<file path="src/rtl/deconv_1d.sv">
// deconv_1d: recovers A[0..N-1] from Y = A*B by sequential long division.
// All arithmetic wraps mod 256. A MAC stage removes the contribution of the
// already-recovered samples, and an 8-cycle restoring divider by B[0] then
// yields each new sample. The tail samples Y[N..N+M-2] are checked for a zero
// residual.
module deconv_1d #(
  parameter int unsigned N = 5,
  parameter int unsigned M = 3
) (
  input  logic       clk,
  input  logic       rst,
  input  logic       start,
  input  logic       in_valid,
  input  logic [7:0] y,
  input  logic [7:0] b,
  output logic [7:0] out,
  output logic       out_valid,
  output logic       done,
  output logic       err
);

  localparam int unsigned IW = (N + M > 2) ? $clog2(N + M) : 1;
  // Arrays are sized to the full index range so that every select is exactly in range.
  localparam int unsigned Depth   = 2 ** IW;
  localparam logic [IW-1:0] LastIdx = IW'(N + M - 2);
  localparam logic [IW-1:0] NumA    = IW'(N);
  localparam logic [IW-1:0] NumB    = IW'(M);
  localparam logic [IW-1:0] MaxK    = IW'(M - 1);
  localparam logic [IW-1:0] NmOne   = IW'(N - 1);

  typedef enum logic [2:0] {
    StIdle, StLoad, StMac, StDiv, StEmit, StChk, StDone
  } state_e;

  state_e r_state, w_state_next;

  logic [IW-1:0] r_idx, r_n, r_k;
  logic [7:0]    r_acc;
  logic          r_mac_first;
  logic [7:0]    r_quo, r_rem;
  logic [2:0]    r_cnt;
  logic [7:0]    r_out;
  logic          r_out_valid, r_done, r_err;

  logic [7:0] r_y [Depth];
  logic [7:0] r_b [Depth];
  logic [7:0] r_a [Depth];

  logic [IW-1:0] w_k_lo, w_k_hi, w_a_idx;
  logic          w_mac_empty, w_mac_last;
  logic [7:0]    w_prod;
  logic [7:0]    w_div_src, w_rem_in, w_rem_next, w_quo_next;
  logic [8:0]    w_shift;
  logic          w_ge, w_div_last, w_b0_zero, w_load_cap;

  // Valid tap range for sample n: k in [max(1, n-N+1), min(n, M-1)].
  assign w_k_hi      = (r_n < MaxK) ? r_n : MaxK;
  assign w_k_lo      = (r_n >= NumA) ? (r_n - NmOne) : IW'(1);
  assign w_mac_empty = (w_k_lo > w_k_hi);
  assign w_mac_last  = r_mac_first ? w_mac_empty : (r_k == w_k_hi);
  assign w_a_idx     = r_n - r_k;
  assign w_prod      = r_b[r_k] * r_a[w_a_idx];

  // One restoring-divide step; the first step takes its dividend straight from acc.
  assign w_div_src  = (r_cnt == 3'd0) ? r_acc : r_quo;
  assign w_rem_in   = (r_cnt == 3'd0) ? 8'd0 : r_rem;
  assign w_shift    = {w_rem_in, w_div_src[7]};
  assign w_ge       = (w_shift >= {1'b0, r_b[0]});
  assign w_rem_next = w_ge ? 8'(w_shift - {1'b0, r_b[0]}) : w_shift[7:0];
  assign w_quo_next = {w_div_src[6:0], w_ge};
  assign w_div_last = (r_cnt == 3'd7);
  assign w_b0_zero  = (r_b[0] == 8'd0);
  assign w_load_cap = (r_state == StLoad) && in_valid;

  assign out       = r_out;
  assign out_valid = r_out_valid;
  assign done      = r_done;
  assign err       = r_err;

  // State register.
  always_ff @(posedge clk or posedge rst) begin
    if (rst) r_state <= StIdle;
    else     r_state <= w_state_next;
  end

  // Next-state logic.
  always_comb begin
    w_state_next = r_state;
    case (r_state)
      StIdle, StDone: if (start) w_state_next = StLoad;
      StLoad:         if (in_valid && (r_idx == LastIdx)) w_state_next = StMac;
      StMac:          if (w_mac_last) w_state_next = (r_n < NumA) ? StDiv : StChk;
      StDiv:          if (w_div_last) w_state_next = StEmit;
      StEmit:         w_state_next = StMac;
      StChk:          w_state_next = (r_n == LastIdx) ? StDone : StMac;
      default:        w_state_next = StIdle;
    endcase
  end

  // Control and datapath registers.
  always_ff @(posedge clk or posedge rst) begin
    if (rst) begin
      r_idx       <= '0;
      r_n         <= '0;
      r_k         <= '0;
      r_acc       <= 8'd0;
      r_mac_first <= 1'b0;
      r_quo       <= 8'd0;
      r_rem       <= 8'd0;
      r_cnt       <= 3'd0;
      r_out       <= 8'd0;
      r_out_valid <= 1'b0;
      r_done      <= 1'b0;
      r_err       <= 1'b0;
    end else begin
      r_out_valid <= 1'b0;
      case (r_state)
        StIdle, StDone: begin
          if (start) begin
            r_idx  <= '0;
            r_n    <= '0;
            r_err  <= 1'b0;
            r_done <= 1'b0;
          end
        end
        StLoad: begin
          if (in_valid) begin
            r_idx <= r_idx + 1'b1;
            if (r_idx == LastIdx) begin
              r_n         <= '0;
              r_mac_first <= 1'b1;
            end
          end
        end
        StMac: begin
          r_cnt <= 3'd0;
          if (r_mac_first) begin
            r_acc       <= r_y[r_n];
            // Start at the first valid tap so MAC lasts exactly 1+K cycles.
            r_k         <= w_k_lo;
            r_mac_first <= 1'b0;
          end else begin
            r_acc <= r_acc - w_prod;
            r_k   <= r_k + 1'b1;
          end
        end
        StDiv: begin
          r_quo <= w_quo_next;
          r_rem <= w_rem_next;
          r_cnt <= r_cnt + 3'd1;
          if (w_div_last && (w_b0_zero || (w_rem_next != 8'd0))) r_err <= 1'b1;
        end
        StEmit: begin
          r_out       <= r_a[r_n];
          r_out_valid <= 1'b1;
          r_n         <= r_n + 1'b1;
          r_mac_first <= 1'b1;
        end
        StChk: begin
          if (r_acc != 8'd0) r_err <= 1'b1;
          r_n         <= r_n + 1'b1;
          r_mac_first <= 1'b1;
          if (r_n == LastIdx) r_done <= 1'b1;
        end
        default: ;
      endcase
    end
  end

  // Sample storage; contents are only meaningful within a job, so no reset.
  always_ff @(posedge clk) begin
    if (w_load_cap) begin
      r_y[r_idx] <= y;
      if (r_idx < NumB) r_b[r_idx] <= b;
    end
    if ((r_state == StDiv) && w_div_last) begin
      r_a[r_n] <= w_b0_zero ? 8'hFF : w_quo_next;
    end
  end

endmodule

</file>
<file path="config.mk">
export PLATFORM = sky130hd
export DESIGN_NAME = deconv_1d
export DESIGN_NICKNAME = d
export VERILOG_FILES = /design/src/rtl/deconv_1d.sv
export SDC_FILE = /design/constraint.sdc
export NUM_CORES = 1
export LEC_CHECK = 0
export BUFFER_PORTS_ARGS = -buffer_cell sky130_fd_sc_hd__buf_2
export CORE_MARGIN = 1
export CORE_UTILIZATION = 43
export DETAILED_ROUTE_END_ITERATION = 10
export PLACE_DENSITY = 0.6
export SYNTH_ARGS = -nofsm -noshare
export SYNTH_HDL_FRONTEND = slang
export SYNTH_SLANG_ARGS = --single-unit
</file>
<file path="constraint.sdc">
create_clock -name clk -period 8.75 [get_ports clk]
set_input_delay 0.875 -clock clk [delete_from_list [all_inputs] [get_ports clk]]
set_output_delay 0.875 -clock clk [all_outputs]
set_load 0.02 [all_outputs]
</file>
### After elaboration in Yosys (flattened, before gate mapping)

Memory sizes are Yosys's and may differ from the RTL's. A register that Yosys moved wholly into a read port is not among the register bits.
Index checks and enable logic that the tools add are counted.

* flip-flop bits (word level): 43
* logic and storage cells: 113
* input port bits: 20
* ROM bits: 0
* output and inout bits: 11
* memory bits (writable): 192
* latch bits: 0
* memories: 3

Memories
* r_a: depth 8, width 8, rd ports 2, clocked after memory_dff 1, wr ports 1, line 47 `logic [7:0] r_a [Depth];`
* r_b: depth 8, width 8, rd ports 2, clocked after memory_dff 0, wr ports 1, line 46 `logic [7:0] r_b [Depth];`
* r_y: depth 8, width 8, rd ports 1, clocked after memory_dff 0, wr ports 1, line 45 `logic [7:0] r_y [Depth];`

* $lt $le $gt $ge: 6
* div/mod/pow operators: 0
* equality and inequality tests: 19
* shifts and indexed selects: 0
* reductions and logical operators: 24
* $add $sub $neg: 8
* $mul: 1
* bitwise logic cells: 0
* muxes and demuxes: 40

Operator list (count)
* $mux 8: 5
* $mux 3: 13
* $eq 3x3->1 const B: 6
* $pmux 3 s6: 1
* $reduce_bool 8->1: 2
* $sub 8x8->8: 2
* $mux 1: 15
* $ne 2x2->1 const B: 7
* $add 3x1->3 const B: 4
* $pmux 3 s2: 2
* $reduce_and 4->1: 3
* $ge 9x8->1: 1
* $pmux 3 s3: 1
* $reduce_and 3->1: 3
* $reduce_bool 3->1: 3
* $logic_not 8->1: 1
* $mul 8x8->8: 1
* $eq 3x2->1 const B: 2
* $logic_not 3->1: 2
* $lt 3x2->1 const B: 2
* $pmux 1 s3: 2
* $reduce_bool 2->1: 3
* $logic_and 1x1->1: 4
* $ne 2x1->1 const B: 2
* 10 further kinds: 11

### Logic depth before layout (Yosys ltp)

Gate-level depths: netlist of run 1.

* depth after elaboration: 9
* mapped depth: 26
* depth with buffers taken out: 22

### Least setup slack after synthesis of run 1

OpenSTA, ideal clock, no wires.

* kind: reg2reg
* start: register r_n[0]
* end: register r_acc[7]
* buffers on the path: 4
* library setup time: 132 ps
* data required time: 8618 ps
* clock period less this slack: 6609 ps
* arrival: 6477 ps
* slack: 2141 ps
* cell stages (with the launch flop): 26
* path through: dfrtp_1 -> clkbuf_1 -> inv_1 -> clkbuf_1 -> ha_1 -> inv_1 -> fa_1 -> buf_2 -> buf_4 -> mux4_2 -> mux2i_1 -> nor2_1 -> fa_1 -> fa_1 -> fa_1 -> fa_1 -> xnor2_1 -> xnor2_1 -> xnor2_1 -> xnor2_1 -> xnor3_1 -> xnor2_1 -> xnor2_1 -> nor2_1 -> a21oi_1 -> o21ai_1

* cells in the longest elaborated chain, start to end: 5
* elaborated cells between the ends (all ways): 6
* classes of those cells: add/sub: 2; mul: 1; mux: 1; memory: 2

RTL lines
* start: declaration: line 37 `logic [IW-1:0] r_idx, r_n, r_k;`
* start signal: assignment: line 156 `r_n <= r_n + 1'b1;`
* start signal: assignment: line 161 `r_n <= r_n + 1'b1;`
* $sub 3x3->3: line 61 `assign w_a_idx = r_n - r_k;`
* $mem_v2 8x8
* $mul 8x8->8: line 62 `assign w_prod = r_b[r_k] * r_a[w_a_idx];`
* $sub 8x8->8: line 143 `r_acc <= r_acc - w_prod;`
* $mux 8 *: line 137 `if (r_mac_first) begin`
* end signal: assignment: line 138 `r_acc <= r_y[r_n];`
* end signal: assignment: line 143
* end: declaration: line 38 `logic [7:0] r_acc;`

Mark *: on every way between the ends. The rest lies on a longest branch, timed or not.
A chain may end at the register's enable or synchronous reset.

### Final worst setup path of run 1

Same ends and word-level chain as after synthesis.

==> results of run 1 <==
logic make-up (layout without fill, tap and decap cells):
family / Yosys count / in the layout / share of synthesized area (%)
AO/OA/AOI/OAI: 152 / 152 / 8.17
XOR/XNOR: 24 / 24 / 1.99
adder cells (fa/ha/maj): 58 / 58 / 7.20
buffers and inverters: 86 / 133 / 2.98
flip-flops: 243 / 243 / 58.9
multiplexers: 95 / 95 / 12.5
other: 1 / 40 / 0.0314
AND/OR/NAND/NOR: 225 / 225 / 8.18
final timing paths:
path | cells after the start | slack [ns] | start | endpoint
max in group asynchronous | 3 | 7.70 | rst | r_n[2]$_DFFE_PP0P_
min in group asynchronous | 3 | 0.53 | rst | r_state[2]$_DFFE_PP0P_
setup reg to reg | 22 | 1.86 | r_n[0]$_DFFE_PP0P_ | r_acc[7]$_DFFE_PP0P_
setup / recovery | 22 | 1.86 | r_n[0]$_DFFE_PP0P_ | r_acc[7]$_DFFE_PP0P_
hold / removal | 2 | 0.48 | r_quo[4]$_DFFE_PP0P_ | r_quo[4]$_DFFE_PP0P_
hold reg to reg | 2 | 0.48 | r_quo[4]$_DFFE_PP0P_ | r_quo[4]$_DFFE_PP0P_
cell type report:
class                      instances  area, sq um  area share, %
sequential                       243         7040           52.2
multi-input combinational        594         4710           34.9
clock buffer                      30          708           5.25
tap                              372          465           3.45
timing repair buffer              40          225           1.67
clock inverter                    19          179           1.33
inverter                          44          165           1.22
cells in the mapped netlist, drive strengths merged, types with 18 or more instances:
cell	count	share of area [%]
edfxtp	192	48
nor2	101	3.2
nand2	67	2.1
dfrtp	51	11
o21ai	46	1.9
inv	44	1.4
ha	40	4.2
mux4	40	7.5
mux2i	36	3.2
a21oi	30	1.3
clkbuf	29	0.91
xnor2	20	1.5
mux2	19	1.8
fa	18	3.0
sequential cells by signal, indices dropped and copies added (netlist names):
register     cells
r_b             64
out              8
r_idx            3
r_quo            8
r_a             64
r_k              3
r_mac_first      1
r_cnt            3
done             1
r_rem            8
r_y             64
r_acc            8
r_n              3
err              1
out_valid        1
r_state          3
stage by stage:
stage	hold WS, ns	instance area [sq um]	utilization (%)
final	0.484	13500	49.8
after global routing	0.501	13500	49.8
after CTS	0.487	13500	49.8
after detailed placement	0.474	12600	46.5
after global placement	0.464	12600	46.5
after floorplan	0.447	12100	-
per-layer routing:
metal / track usage (%) / wire, um
met4: 4.86 / 450
met5: 0 / 0
met1: 27.9 / 12500
met2: 32.4 / 12900
met3: 2.20 / 1360
worst register-to-register path, stage by stage, from the launching register on:
cell and delay (ns):
dfrtp_1 0.37, inv_1 0.33, ha_1 0.22, inv_1 0.05, fa_1 0.83, buf_4 0.34
mux4_2 0.55, mux2i_2 0.39, nor2_1 0.11, fa_1 0.42, fa_1 0.57, fa_1 0.46
fa_1 0.45, xnor2_1 0.14, xnor2_1 0.15, xnor2_1 0.24, xnor2_1 0.18, xnor3_1 0.35
xnor2_1 0.20, xnor2_1 0.14, nor2_1 0.05, a21oi_1 0.14, o21ai_1 0.07
==> impl_metrics.json, run 1 <==
{
  "drive_gt1_share_pct": 15.9,
  "place_inst": 1293,
  "maxCapViolCount": 0,
  "wl_per_cell_um": 20.3,
  "num_vias": 7365,
  "dp_hpwl_um": 18500,
  "crit_type": "reg2reg",
  "synthToLayoutAreaGrowth_pct": 12.9,
  "final-instance-count-excl-fill": 1342,
  "ys_seq_area_share_pct": 58.9,
  "worstMarginPinSlew_ns": 1.11,
  "drt_iter0_drc": 500,
  "cts.sinks": 243,
  "drt_pass1_iterations": 5,
  "numPortBuffers": 30,
  "cp_max_fo": 12,
  "grt_overflow": 0,
  "ys_async_sr_fraction_pct": 21.0,
  "final_cell_mix": "edfxtp_1 (192), nor2_1 (100), nand2_1 (67), dfrtp_1 (50), inv_1 (43)",
  "cpPeakStageDelay_ns": 0.83,
  "pre_cts_ws_ns": 1.92,
  "clock_latency_ns": 0.56,
  "yosysUniqueCellTypes": 59,
  "boundaryPins": 31,
  "path_common_cell": "xnor2_1",
  "crit_required_ns": 9.16,
  "start_kind": "flip-flop",
  "skew_ns": 0.0265,
  "synth_cells": 884,
  "finalHoldViolCount": 0,
  "gp_congestion": 0.820,
  "cts_root_buffer": "clkbuf_16",
  "drtAntennaViolNets": 0,
  "fin_ws_ns": 1.86,
  "postRouteWirelength_um": 27200,
  "synth_flop_cell": "edfxtp_1",
  "start_util_pct": 44.1,
  "status": "finished, final reports clean",
  "tns_ns": 0,
  "postCtsHoldBufs": 0,
  "synth-edff-count": 192,
  "cts_tree": "yes",
  "synth_seq_cells": 243,
  "path_clk_slew_ns": 0.06,
  "fmax_mhz": 145,
  "setup_viol": 0,
  "slew_headroom_pct": 25.7,
  "fin_crit_ns": 6.89,
  "hp-class": "reg2reg",
  "netlist_area_sq_um": 12000,
  "cp_cell_sequence": "inv_1, ha_1, inv_1, fa_1, buf_4, mux4_2, mux2i_2, nor2_1, fa_1, fa_1, fa_1, fa_1, xnor2_1, xnor2_1, xnor2_1, xnor2_1, xnor3_1, xnor2_1, xnor2_1, nor2_1, a21oi_1, o21ai_1",
  "core_sq_um": 27100,
  "postSynthAreaPerCell_sq_um": 13.5,
  "clock_path_buffers": 3,
  "diodes": 0,
  "antenna_found_initial": 1,
  "htreeDepth": 1,
  "cts-buffers-inserted": 28,
  "drc": 0,
  "fp.dieH_um": 169,
  "yosys_warnings": 0,
  "finalMaxSlewViolations": 0,
  "grt_pass1_vias": 7317,
  "critPathTopFamily": "adder cells",
  "fin_nets": 1029,
  "post_cts_resized": 0,
  "final_common_cell": "edfxtp_1",
  "grt_pass1_wl_um": 42300,
  "cp_slowest_cell": "fa_1",
  "avgViaCountPerCell": 5.49,
  "grt_max_degree": 52,
  "worst-path-buf-inv": 3,
  "cts_setup_buffers": 0,
  "end_kind": "flip-flop",
  "die_w_um": 169,
  "rows": 60,
  "grt.total_usage_pct": 19.6,
  "fill_cells": 2369,
  "worstPathArrival_ns": 7.31,
  "finalCritPeriodShare_pct": 78.8,
  "rsz0062_at_grt": "false",
  "die_area_sq_um": 28500
}
Power of run 1 is left out: the tool's default activity adds up to more than one toggle a clock period on the data nets, which glitch-free logic cannot reach.
==> run 2, diff against run 1 <==
clock period = 6.49 ns   (was 8.75 ns; I/O delays follow)
==> run 2 against run 1 <==
  * Critical path depth decreased by 1
  * Wire length down 1.5%
  * Global-route usage is 0.17 points lower
  * Setup slack worse by 1.5 ns
  * Non-clock buffer count increased by 10
  * Flip-flop and latch count is the same
==> impl_metrics.json, run 2 (synthesis results as in run 1) <==
{
  "fp.dieH_um": 169,
  "synthToLayoutAreaGrowth_pct": 14.4,
  "die_w_um": 169,
  "skew_ns": 0.0282,
  "cts-buffers-inserted": 27,
  "clock_path_buffers": 3,
  "wl_per_cell_um": 19.8,
  "crit_type": "reg2reg",
  "fin_ws_ns": 0.377,
  "start_util_pct": 44.1,
  "fin_crit_ns": 6.11,
  "drc": 0,
  "numPortBuffers": 30,
  "avgViaCountPerCell": 5.43,
  "slew_headroom_pct": 25.5,
  "tns_ns": 0,
  "core_sq_um": 27100,
  "rsz0062_at_grt": "false",
  "finalMaxSlewViolations": 0,
  "final_cell_mix": "edfxtp_1 (192), nor2_1 (100), nand2_1 (67), dfrtp_1 (49), inv_1 (43)",
  "postCtsHoldBufs": 0,
  "diodes": 0,
  "hp-class": "in2async",
  "dp_hpwl_um": 18400,
  "grt.total_usage_pct": 19.5,
  "start_kind": "flip-flop",
  "r2r_start": "r_n[0]$_DFFE_PP0P_",
  "antenna_found_initial": 0,
  "reg_top3": "r_a (64), r_b (64), r_y (64)",
  "grt_pass1_vias": 7194,
  "cp_max_fo": 8,
  "pre_cts_ws_ns": 0.290,
  "status": "finished, final reports clean",
  "drt_iter0_drc": 488,
  "grt_overflow": 0,
  "postRouteWirelength_um": 26800,
  "cp_slowest_cell": "xnor3_1",
  "grt_max_degree": 52,
  "worstMarginPinSlew_ns": 1.11,
  "cp_cell_sequence": "inv_1, ha_1, inv_1, fa_1, xnor3_1, mux2i_4, nor2_1, fa_1, fa_1, fa_1, fa_1, xnor2_1, xnor2_1, xnor2_1, xnor2_1, xnor3_1, xnor2_1, xnor2_1, nor2_1, a21oi_1, o21ai_1",
  "clock_latency_ns": 0.56,
  "path_common_cell": "xnor2_1",
  "finalCritPeriodShare_pct": 94.2,
  "cts_root_buffer": "clkbuf_16",
  "boundaryPins": 31,
  "drt_pass1_iterations": 7,
  "worstPathArrival_ns": 6.53,
  "cts_tree": "yes",
  "path_clk_slew_ns": 0.06,
  "fmax_mhz": 164,
  "htreeDepth": 1,
  "fin_nets": 1038,
  "setup_viol": 0,
  "cts.sinks": 243,
  "critPathTopFamily": "adder cells",
  "fill_cells": 2315,
  "rows": 60,
  "r2r_slack_ns": 0.38,
  "final_common_cell": "edfxtp_1",
  "maxCapViolCount": 0,
  "num_vias": 7347,
  "crit_required_ns": 6.91,
  "gp_congestion": 0.822,
  "end_kind": "flip-flop",
  "drive_gt1_share_pct": 17.0,
  "cpPeakStageDelay_ns": 0.76,
  "drtAntennaViolNets": 0,
  "die_area_sq_um": 28500,
  "critPathLaunch": "r_n[0]$_DFFE_PP0P_",
  "finalHoldViolCount": 0,
  "grt_pass1_wl_um": 42300,
  "worst-path-buf-inv": 2
}
-- run 2: cell type report --
type | count | area [sq um] | area share, %
Sequential cell | 243 | 7040 | 51.5
Multi-Input combinational cell | 594 | 4710 | 34.5
Clock buffer | 32 | 704 | 5.15
Tap cell | 372 | 465 | 3.40
Timing Repair Buffer | 50 | 300 | 2.20
Clock inverter | 18 | 278 | 2.03
Inverter | 44 | 165 | 1.21
-- run 2: per-layer routing --
layer	up-vias	track usage, %	wire length, um
met4	0	5.38	553
met1	3673	28.3	12500
met5	-	0	0
met2	204	31.1	12600
met3	38	2.20	1180
li1	3432	-	-
-- run 2: worst min-delay path: stages --
cell and delay [ns]:
buf_2 0.10, inv_2 0.03, buf_4 0.56
-- run 2: timing repair --
action,CTS,global route
setup buffers,0,0
gates resized for setup,0,1
setup endpoints to repair,0,1
-- run 2: stage by stage --
step | util, % | hold slack, ns | instances | instance area (sq um)
detailed placement | 46.8 | 0.476 | 1303 | 12700
CTS | 50.4 | 0.341 | 1353 | 13700
floorplan | - | 0.447 | 923 | 12100
global route | 50.4 | 0.364 | 1353 | 13700
global placement | 46.8 | 0.462 | 1303 | 12700
finish | 50.4 | 0.314 | 1353 | 13700
-- run 2: path summary, 6_finish.rpt --
| kind | endpoint | cells after the start |
|---|---|---|
| max | r_acc[7]$_DFFE_PP0P_ | 21 |
| min | r_rem[2]$_DFFE_PP0P_ | 3 |
| max reg2reg | r_acc[7]$_DFFE_PP0P_ | 21 |
| min reg2reg | r_quo[6]$_DFFE_PP0P_ | 2 |
| max in group asynchronous | r_n[0]$_DFFE_PP0P_ | 3 |
| min in group clk | r_y[2][7]$_DFFE_PP_ | 1 |
Power of run 2 is left out for the same reason.
